## config.mk

```make
export PLATFORM = sky130hd
export DESIGN_NAME = z80_spi_mailbox
export DESIGN_NICKNAME = d
export VERILOG_FILES = /design/src/rtl/z80_spi_mailbox.sv
export SDC_FILE = /design/constraint.sdc
export NUM_CORES = 1
export LEC_CHECK = 0
export CAP_MARGIN = 20
export CORE_MARGIN = 1.5
export CORE_UTILIZATION = 48
export DETAILED_ROUTE_END_ITERATION = 16
export PLACE_DENSITY_LB_ADDON = 0.05
export SLEW_MARGIN = 20
export SYNTH_ARGS = -nofsm -noshare
export SYNTH_HDL_FRONTEND = slang
export SYNTH_SLANG_ARGS = --single-unit
```

## constraint.sdc

```tcl
create_clock -name clk -period 3.3 [get_ports clk]
set_clock_uncertainty 0.2 [all_clocks]
set_input_delay 0.66 -clock clk [delete_from_list [all_inputs] [get_ports clk]]
set_output_delay 0.66 -clock clk [all_outputs]
set_load 0.1 [all_outputs]
```

## src/rtl/z80_spi_mailbox.sv

```systemverilog
// SPI mode-0 slave exposing an 8-byte mailbox in each direction between a host MCU and the Z80.
// Optional SPI_AUTOINC_EN: the data phase repeats with an auto-incremented index for burst transfers.
module z80_spi_mailbox #(
    parameter int unsigned SYNC_STAGES = 2,
    parameter logic [7:0]  CMD_MARKER  = 8'hA5
) (
    input  logic        clk,
    input  logic        rst_n,
    input  logic        spi_sck,
    input  logic        spi_mosi,
    input  logic        spi_cs_n,
    output logic        spi_miso,
    output logic        spi_miso_oe,
    input  logic [63:0] z80_to_spi_flat,
    output logic [63:0] spi_to_z80_flat,
    output logic [7:0]  spi_wr_stb,
    output logic        spi_busy
);

    typedef enum logic [1:0] {
        ST_IDLE,
        ST_CMD,
        ST_DATA,
        ST_END
    } state_t;

    logic [SYNC_STAGES-1:0] sck_sync_q, mosi_sync_q, cs_sync_q;
    logic                   sck_prev_q, cs_prev_q;

    always_ff @(posedge clk or negedge rst_n) begin
        if (!rst_n) begin
            sck_sync_q  <= '0;
            mosi_sync_q <= '0;
            cs_sync_q   <= '1;
            sck_prev_q  <= 1'b0;
            cs_prev_q   <= 1'b1;
        end else begin
            sck_sync_q  <= {sck_sync_q[SYNC_STAGES-2:0], spi_sck};
            mosi_sync_q <= {mosi_sync_q[SYNC_STAGES-2:0], spi_mosi};
            cs_sync_q   <= {cs_sync_q[SYNC_STAGES-2:0], spi_cs_n};
            sck_prev_q  <= sck_sync_q[SYNC_STAGES-1];
            cs_prev_q   <= cs_sync_q[SYNC_STAGES-1];
        end
    end

    logic sck_s, mosi_s, cs_s;
    logic sck_rise, sck_fall, cs_fall, cs_rise;

    assign sck_s    = sck_sync_q[SYNC_STAGES-1];
    assign mosi_s   = mosi_sync_q[SYNC_STAGES-1];
    assign cs_s     = cs_sync_q[SYNC_STAGES-1];
    assign sck_rise = sck_s & ~sck_prev_q;
    assign sck_fall = ~sck_s & sck_prev_q;
    assign cs_fall  = ~cs_s & cs_prev_q;
    assign cs_rise  = cs_s & ~cs_prev_q;

    state_t      state_q, state_d;
    logic [7:0]  shin_q, shin_d;
    logic [2:0]  cnt_q, cnt_d;
    logic [7:0]  miso_sr_q, miso_sr_d;
    logic        rw_q, rw_d;
    logic [2:0]  idx_q, idx_d;
    logic [63:0] mbox_q, mbox_d;
    logic [7:0]  stb_q, stb_d;

    logic [7:0] byte_in;
    logic [2:0] idx_inc;
    logic       last_bit;

    assign byte_in  = {shin_q[6:0], mosi_s};
    assign idx_inc  = idx_q + 3'd1;
    assign last_bit = (cnt_q == 3'd7);

    always_comb begin
        state_d   = state_q;
        shin_d    = shin_q;
        cnt_d     = cnt_q;
        miso_sr_d = miso_sr_q;
        rw_d      = rw_q;
        idx_d     = idx_q;
        mbox_d    = mbox_q;
        stb_d     = '0;

        unique case (state_q)
            ST_IDLE: begin
                if (cs_fall) begin
                    state_d   = ST_CMD;
                    cnt_d     = '0;
                    miso_sr_d = CMD_MARKER;
                end
            end
            ST_CMD, ST_DATA: begin
                if (sck_rise) begin
                    shin_d = byte_in;
                    cnt_d  = cnt_q + 3'd1;
                    if (last_bit && state_q == ST_CMD) begin
                        rw_d      = byte_in[7];
                        idx_d     = byte_in[2:0];
                        state_d   = ST_DATA;
                        miso_sr_d = byte_in[7] ? 8'hFF : z80_to_spi_flat[{byte_in[2:0], 3'b000} +: 8];
                    end else if (last_bit) begin
                        if (rw_q) begin
                            mbox_d[{idx_q, 3'b000} +: 8] = byte_in;
                            stb_d[idx_q]                 = 1'b1;
                        end
`ifdef SPI_AUTOINC_EN
                        idx_d     = idx_inc;
                        miso_sr_d = rw_q ? 8'hFF : z80_to_spi_flat[{idx_inc, 3'b000} +: 8];
`else
                        state_d   = ST_END;
`endif
                    end
                end else if (sck_fall && cnt_q != 3'd0) begin
                    // The fall right after a byte boundary must not shift, or the freshly loaded MSB is lost.
                    miso_sr_d = {miso_sr_q[6:0], 1'b1};
                end
            end
            ST_END: begin
            end
            default: state_d = ST_IDLE;
        endcase

        // Applied after the SCK handling so a byte completing on the CS-rise clk still commits.
        if (cs_rise) state_d = ST_IDLE;
    end

    always_ff @(posedge clk or negedge rst_n) begin
        if (!rst_n) begin
            state_q   <= ST_IDLE;
            shin_q    <= '0;
            cnt_q     <= '0;
            miso_sr_q <= '1;
            rw_q      <= 1'b0;
            idx_q     <= '0;
            mbox_q    <= '0;
            stb_q     <= '0;
        end else begin
            state_q   <= state_d;
            shin_q    <= shin_d;
            cnt_q     <= cnt_d;
            miso_sr_q <= miso_sr_d;
            rw_q      <= rw_d;
            idx_q     <= idx_d;
            mbox_q    <= mbox_d;
            stb_q     <= stb_d;
        end
    end

    assign spi_miso        = (state_q == ST_CMD || state_q == ST_DATA) ? miso_sr_q[7] : 1'b1;
    assign spi_miso_oe     = (state_q != ST_IDLE);
    assign spi_busy        = (state_q != ST_IDLE);
    assign spi_to_z80_flat = mbox_q;
    assign spi_wr_stb      = stb_q;

endmodule

```

### Word-level counts from Yosys, hierarchy flattened

Index checks and enable logic that the tools add are counted.

| cells by class | value |
|---|---|
| order comparisons | 2 |
| mux-type cells | 24 |
| shifts and indexed selects | 3 |
| bitwise gates (word level) | 9 |
| reduce and logical (&&, ||, !) cells | 16 |
| $add $sub $neg | 2 |
| equality and inequality tests | 10 |

Operator list:

| operator | number |
|---|---|
| 8-bit 2-to-1 mux | 10 |
| 64-bit bitwise mux | 1 |
| 8-bit by 8-bit variable shift with 64-bit output, first input constant | 1 |
| 64-bit by 7-bit indexed part select with 8-bit output | 1 |
| 8-bit by 8-bit indexed part select with 64-bit output | 1 |
| 8-bit one-hot mux with 2 select lines | 1 |
| 3-bit != test, second input constant | 4 |
| 2-bit 2-to-1 mux | 5 |
| 6-bit negation with 8-bit output | 1 |
| 4-bit AND reduction | 2 |
| 3-bit 2-to-1 mux | 2 |
| 3-bit one-hot mux with 2 select lines | 1 |
| 3-bit AND reduction | 2 |
| 3-bit nonzero test | 2 |
| 1-bit inverter | 5 |
| 5-bit AND reduction | 1 |
| 1-bit bitwise AND | 4 |
| 3-bit by 4-bit less-than comparator with 1-bit output, second input constant | 1 |
| 2-bit != test, second input constant | 2 |
| 4-bit != test, second input constant | 1 |
| 2-bit one-hot mux with 2 select lines | 1 |
| 2-bit nonzero test | 2 |
| 3-bit by 1-bit adder with 3-bit output, second input constant | 1 |
| 1-bit demux with 3-bit select | 1 |
| 10 further kinds | 13 |

| storage, ports and cells | value |
|---|---|
| input bits | 69 |
| word-level logic and storage cells | 79 |
| register bits after elaboration | 104 |
| output and inout port bits | 75 |

### Depth between registers and ports, before layout

Gate-level depths: netlist (run 1).

| logic depth | value |
|---|---|
| depth after elaboration | 9 |
| depth in mapped cells | 9 |
| gate-level depth less buffers | 7 |

### Least setup slack after synthesis (run 1)

No wires, ideal clock.

| timing path | value |
|---|---|
| path type | register to output |
| from | register state_q[1] |
| to | output spi_miso |
| path buffers | 2 |
| slack | 0.720 ns |
| arrival | 1.720 ns |
| required time | 2.440 ns |
| stages on the path, launching flop included | 6 |
| cells stage by stage | dfrtp_1 inv_1 ha_1 buf_4 clkbuf_1 nand2b_1 |

| between the ends | value |
|---|---|
| word-level cells in the longest chain between the ends | 3 |
| elaborated cells on any way between the ends | 4 |
| those cells by class | eq/ne (2); mux (1); reduce/logical (1) |

RTL lines:

| item | RTL line | source |
|---|---|---|
| start, declared | 57 | `state_t state_q, state_d;` |
| start signal, assigned | 138 | `state_q <= state_d;` |
| 2-bit by 1-bit equality test with 1-bit output or 2-bit equality test (tied branches) | 149 | `assign spi_miso = (state_q == ST_CMD \|\| state_q == ST_DATA) ? miso_sr_q[7] : 1'b1;` |
| 1-bit logical OR * | 149 |  |
| 1-bit 2-to-1 mux * | 149 |  |
| end, declared | 12 | `output logic spi_miso,` |

Every way passes the cells marked *; elsewhere a longest branch is shown, timed or not.

### Worst setup path in the final report (run 1)

| timing path | value |
|---|---|
| from | register idx_q[0] |
| to | register mbox_q[18] (netlist: spi_to_z80_flat[18]) |

| between the ends | value |
|---|---|
| word-level cells in the longest chain between the ends | 3 |
| elaborated cells on any way between the ends | 4 |
| those cells by class | add/sub (1); shift (2); mux (1) |

RTL lines:

| item | RTL line | source |
|---|---|---|
| start, declared | 62 | `logic [2:0] idx_q, idx_d;` |
| start signal, assigned | 143 | `idx_q <= idx_d;` |
| 6-bit negation with 8-bit output * | 103 | `mbox_d[{idx_q, 3'b000} +: 8] = byte_in;` |
| 8-bit by 8-bit indexed part select with 64-bit output or 8-bit by 8-bit variable shift with 64-bit output (tied branches) | 103 |  |
| 64-bit bitwise mux * | 103 |  |
| end signal, assigned | 144 | `mbox_q <= mbox_d;` |
| end, declared | 63 | `logic [63:0] mbox_q, mbox_d;` |

Marks and branches as above.
A chain may end at the register's enable or synchronous reset.

==> results of run 1 <==
## registers in the layout, summed over array words and instances (netlist names)
| name | cells |
|---|---|
| spi_to_z80_flat | 64 |
| miso_sr_q | 8 |
| spi_wr_stb | 8 |
| shin_q | 7 |
| cnt_q | 3 |
| idx_q | 3 |
| cs_sync_q | 2 |
| mosi_sync_q | 2 |
| sck_sync_q | 2 |
| state_q | 2 |
| cs_prev_q | 1 |
| rw_q | 1 |
| sck_prev_q | 1 |
## per-layer routing
| layer | routed length [um] | track usage | up-vias |
|---|---|---|---|
| li1 | - | - | 1691 |
| met1 | 4850 | 0.271 | 1762 |
| met2 | 5760 | 0.377 | 95 |
| met3 | 644 | 0.0711 | 24 |
| met4 | 275 | 0.0863 | 0 |
| met5 | 0 | 0 | - |
## kinds of logic (layout without fill, tap and decap cells)
family / count (synthesis) / after routing / share of synthesized area
multiplexers: 93 / 93 / 0.214
AND/OR/NAND/NOR: 105 / 105 / 0.120
flip-flops: 104 / 104 / 0.536
AO/OA/AOI/OAI: 48 / 48 / 0.0700
adder cells (fa/ha/maj): 10 / 10 / 0.0256
buffers and inverters: 40 / 180 / 0.0344
## power groups by stage
stage | registers (mW) | logic, mW | clock network (mW)
finish | 1.65 | 1.12 | 0.892
global route | 1.67 | 1.23 | 0.966
CTS | 1.65 | 1.12 | 0.922
detailed placement | 1.67 | 1.12 | 0
global placement | 1.67 | 1.10 | 0
floorplan | 1.50 | 0.938 | 0
## cell usage in the layout, fill, tap and decap left out, types with 3 or more instances in the layout
cell type / synthesis / routed
nor3_1: 9 / 9
inv_1: 17 / 17
clkdlybuf4s50_1: 0 / 67
nand3_1: 14 / 14
a22o_1: 3 / 3
nand2_1: 28 / 28
nor2b_1: 8 / 8
buf_4: 2 / 79
nor4_4: 3 / 3
o21ai_0: 15 / 15
o21a_1: 4 / 4
or2_2: 3 / 3
mux2i_1: 20 / 20
mux2_2: 71 / 71
nand2b_1: 6 / 6
a22oi_1: 6 / 6
a221o_1: 6 / 6
dfrtp_1: 93 / 92
ha_1: 10 / 10
dfstp_2: 11 / 11
nor2_1: 22 / 22
clkbuf_8: 0 / 9
## per-stage QoR
stage / worst slack (ps) / hold WS, ps / total power, mW / std cells / utilization
2_1_floorplan: 720 / 131 / 2.44 / 400 / -
3_3_place_gp: 443 / 135 / 2.77 / 657 / 0.634
3_5_place_dp: 384 / 140 / 2.79 / 657 / 0.634
4_1_cts: 352 / 83.5 / 3.69 / 673 / 0.657
5_1_grt: 191 / 108 / 3.87 / 673 / 0.658
6_report: 368 / 69.2 / 3.66 / 673 / 0.658
## worst paths after layout
kind                                        to  slack (ps)  cells past startpoint
setup / recovery           spi_to_z80_flat[18]         370                      7
hold / removal                  mosi_sync_q[0]          70                      1
setup reg to reg           spi_to_z80_flat[18]         370                      7
hold reg to reg                   cs_sync_q[1]         160                      0
max in group asynchronous         miso_sr_q[2]        2030                      2
min in group clk                  cs_sync_q[1]         160                      0
## layout make-up
type | instances | area, um^2 | share of cell area
clock buffer | 10 | 128 | 0.0198
clock inverter | 6 | 103 | 0.0159
inverter | 17 | 63.8 | 0.00988
multi-input combinational | 256 | 2100 | 0.325
sequential | 104 | 2620 | 0.405
tap | 133 | 166 | 0.0258
timing repair buffer | 147 | 1280 | 0.199
==> metrics.md, run 1 <==
| Metric | Value |
|---|---|
| Buffers added on ports | `143` |
| Worst slew pin tran | `711 ps` |
| CP max FO | `12` |
| H-tree depth | `3` |
| CP startpoint kind | `register` |
| First DRT Iteration DRCs | `191` |
| Crit Path Class | `reg2reg` |
| Fmax achieved | `341 MHz` |
| Max stage delay cell, worst path | `ha_1` |
| Final instance area | `0.00646 mm^2` |
| Area delta synth->final | `32.4%` |
| Gate Count Post-Synth | `400` |
| # fillers | `828` |
| Post-synthesis async set-or-reset flop share | `1.00` |
| Gate power share | `0.306` |
| Clock share of power | `0.244` |
| Final hold vios | `0` |
| Overflow left after global routing | `0` |
| WP data arrival | `3000 ps` |
| Share of the synthesized area in the top cell type | `0.477` |
| CTS resizes | `0` |
| Skew-Pair Late Insertion Delay | `380 ps` |
| CP required | `3360 ps` |
| Internal power | `2.34 mW` |
| Via-to-Cell Ratio | `5.31` |
| First-pass GRT wire length | `19.1 mm` |
| Clock Tree Buf Depth | `2` |
| RR Startpoint | `idx_q[0]` |
| Num ports | `144` |
| # Post-CTS Setup Buffers | `0` |
| Ys Warns | `0` |
| CTS tree | `built` |
| Reg power frac | `0.450` |
| Largest delay share family, worst path | `simple AND/OR/NAND/NOR gates` |
| #FFs+latches synth | `104` |
| Vias in the first global route | `3726` |
| WL final | `11.5 mm` |
| Worst-path clk slew | `100 ps` |
| RSZ-0062 raised after global routing | `no` |
| Post-synth EDFFs | `0` |
| Cell Pwr Density | `567 mW/mm^2` |
| Relative slew slack | `0.526` |
| WL/cell | `17.1 um` |
| Setup TNS Final | `0 ps` |
| NetSw | `1.32 mW` |
| Post-synthesis sequential area ratio | `0.536` |
| Share of the clock period used by the worst path | `0.888` |
| Pre-antenna DRT Iters | `4` |
| Cell taking the most area after synthesis | `dfrtp_1` |
| Top FF cell, synth | `dfrtp_1` |
| # diodes | `0` |
| CP cell instances | `inv_1 > ha_1 > ha_1 > nand2b_1 > nor2_1 > and3_1 > mux2_2` |
| Number of distinct library cells after synthesis | `45` |
| Worst hold-check path type | `in2async` |
| Core Box Area | `0.00982 mm^2` |
| Critical path endpoint category | `register` |
| Die Ht | `104 um` |
| Synth top cells by count | `dfrtp_1 (93), mux2_2 (71), nand2_1 (28)` |
| Die Width | `104 um` |
| CP Buf/Inv Count | `1` |
| Slowest stage delay, CP | `590 ps` |
| Routability cong. | `0.781` |
| Syn Area/Cell | `12.2 um^2` |
| Clock root buffer | `clkbuf_8` |
| Worst path most repeated cell | `ha_1` |
| Post-DP Area | `0.00623 mm^2` |
| Global Route Usage Sum | `0.225` |
| DRC viols | `0` |
| Count leader, synth | `dfrtp_1` |
| Final #Nets | `614` |
| Max-Cap Viols | `0` |
| Clk sinks | `104` |
| Leakage | `3.10 nW` |
| Hold_buf cts | `0` |
| Fin crit period | `2930 ps` |
| Post-DRT Antenna Nets | `0` |
| Mapped cell area | `0.00488 mm^2` |
| Final Slew Violations | `0` |
| Dpl hpwl | `8.39 mm` |
| Initial Utilization | `0.497` |
| Final setup viols | `0` |
| Layout cell share with drive strength beyond 1 | `0.352` |
| Clock buffer count from CTS | `9` |
| Net Count, Synth | `479` |
| Synth area leaders | `dfrtp_1 (48%), mux2_2 (16%), dfstp_2 (5.9%)` |
| Net Sw Frac | `0.361` |
| Die ar. | `0.0108 mm^2` |
| Status | `finished clean` |
| Site row count | `36` |
| Worst setup path start | `idx_q[0]` |
| Largest net degree at the start of global routing | `57` |
| VDD IR-drop max | `458 uV` |
| Via count | `3572` |
| Initial antenna violation count | `0` |
Power figures use the tool's default switching activity.
==> inputs of run 2 (changes only) <==
--- a/config.mk
+++ b/config.mk
@@ -10,6 +10,7 @@
 export CORE_UTILIZATION = 48
 export DETAILED_ROUTE_END_ITERATION = 16
 export PLACE_DENSITY_LB_ADDON = 0.05
+export SKIP_LAST_GASP = 1
 export SLEW_MARGIN = 20
 export SYNTH_ARGS = -nofsm -noshare
 export SYNTH_HDL_FRONTEND = slang
==> results of run 2 <==
Final layout, timing and power as in run 1 (identical DEF).
==> inputs of run 3 (changes only) <==
--- a/config.mk
+++ b/config.mk
@@ -8,6 +8,7 @@
 export CAP_MARGIN = 20
 export CORE_MARGIN = 1.5
 export CORE_UTILIZATION = 48
+export CTS_CLUSTER_SIZE = 30
 export DETAILED_ROUTE_END_ITERATION = 16
 export PLACE_DENSITY_LB_ADDON = 0.05
 export SKIP_LAST_GASP = 1
==> results of run 3 <==
Final layout, timing and power as in run 1 (identical DEF).
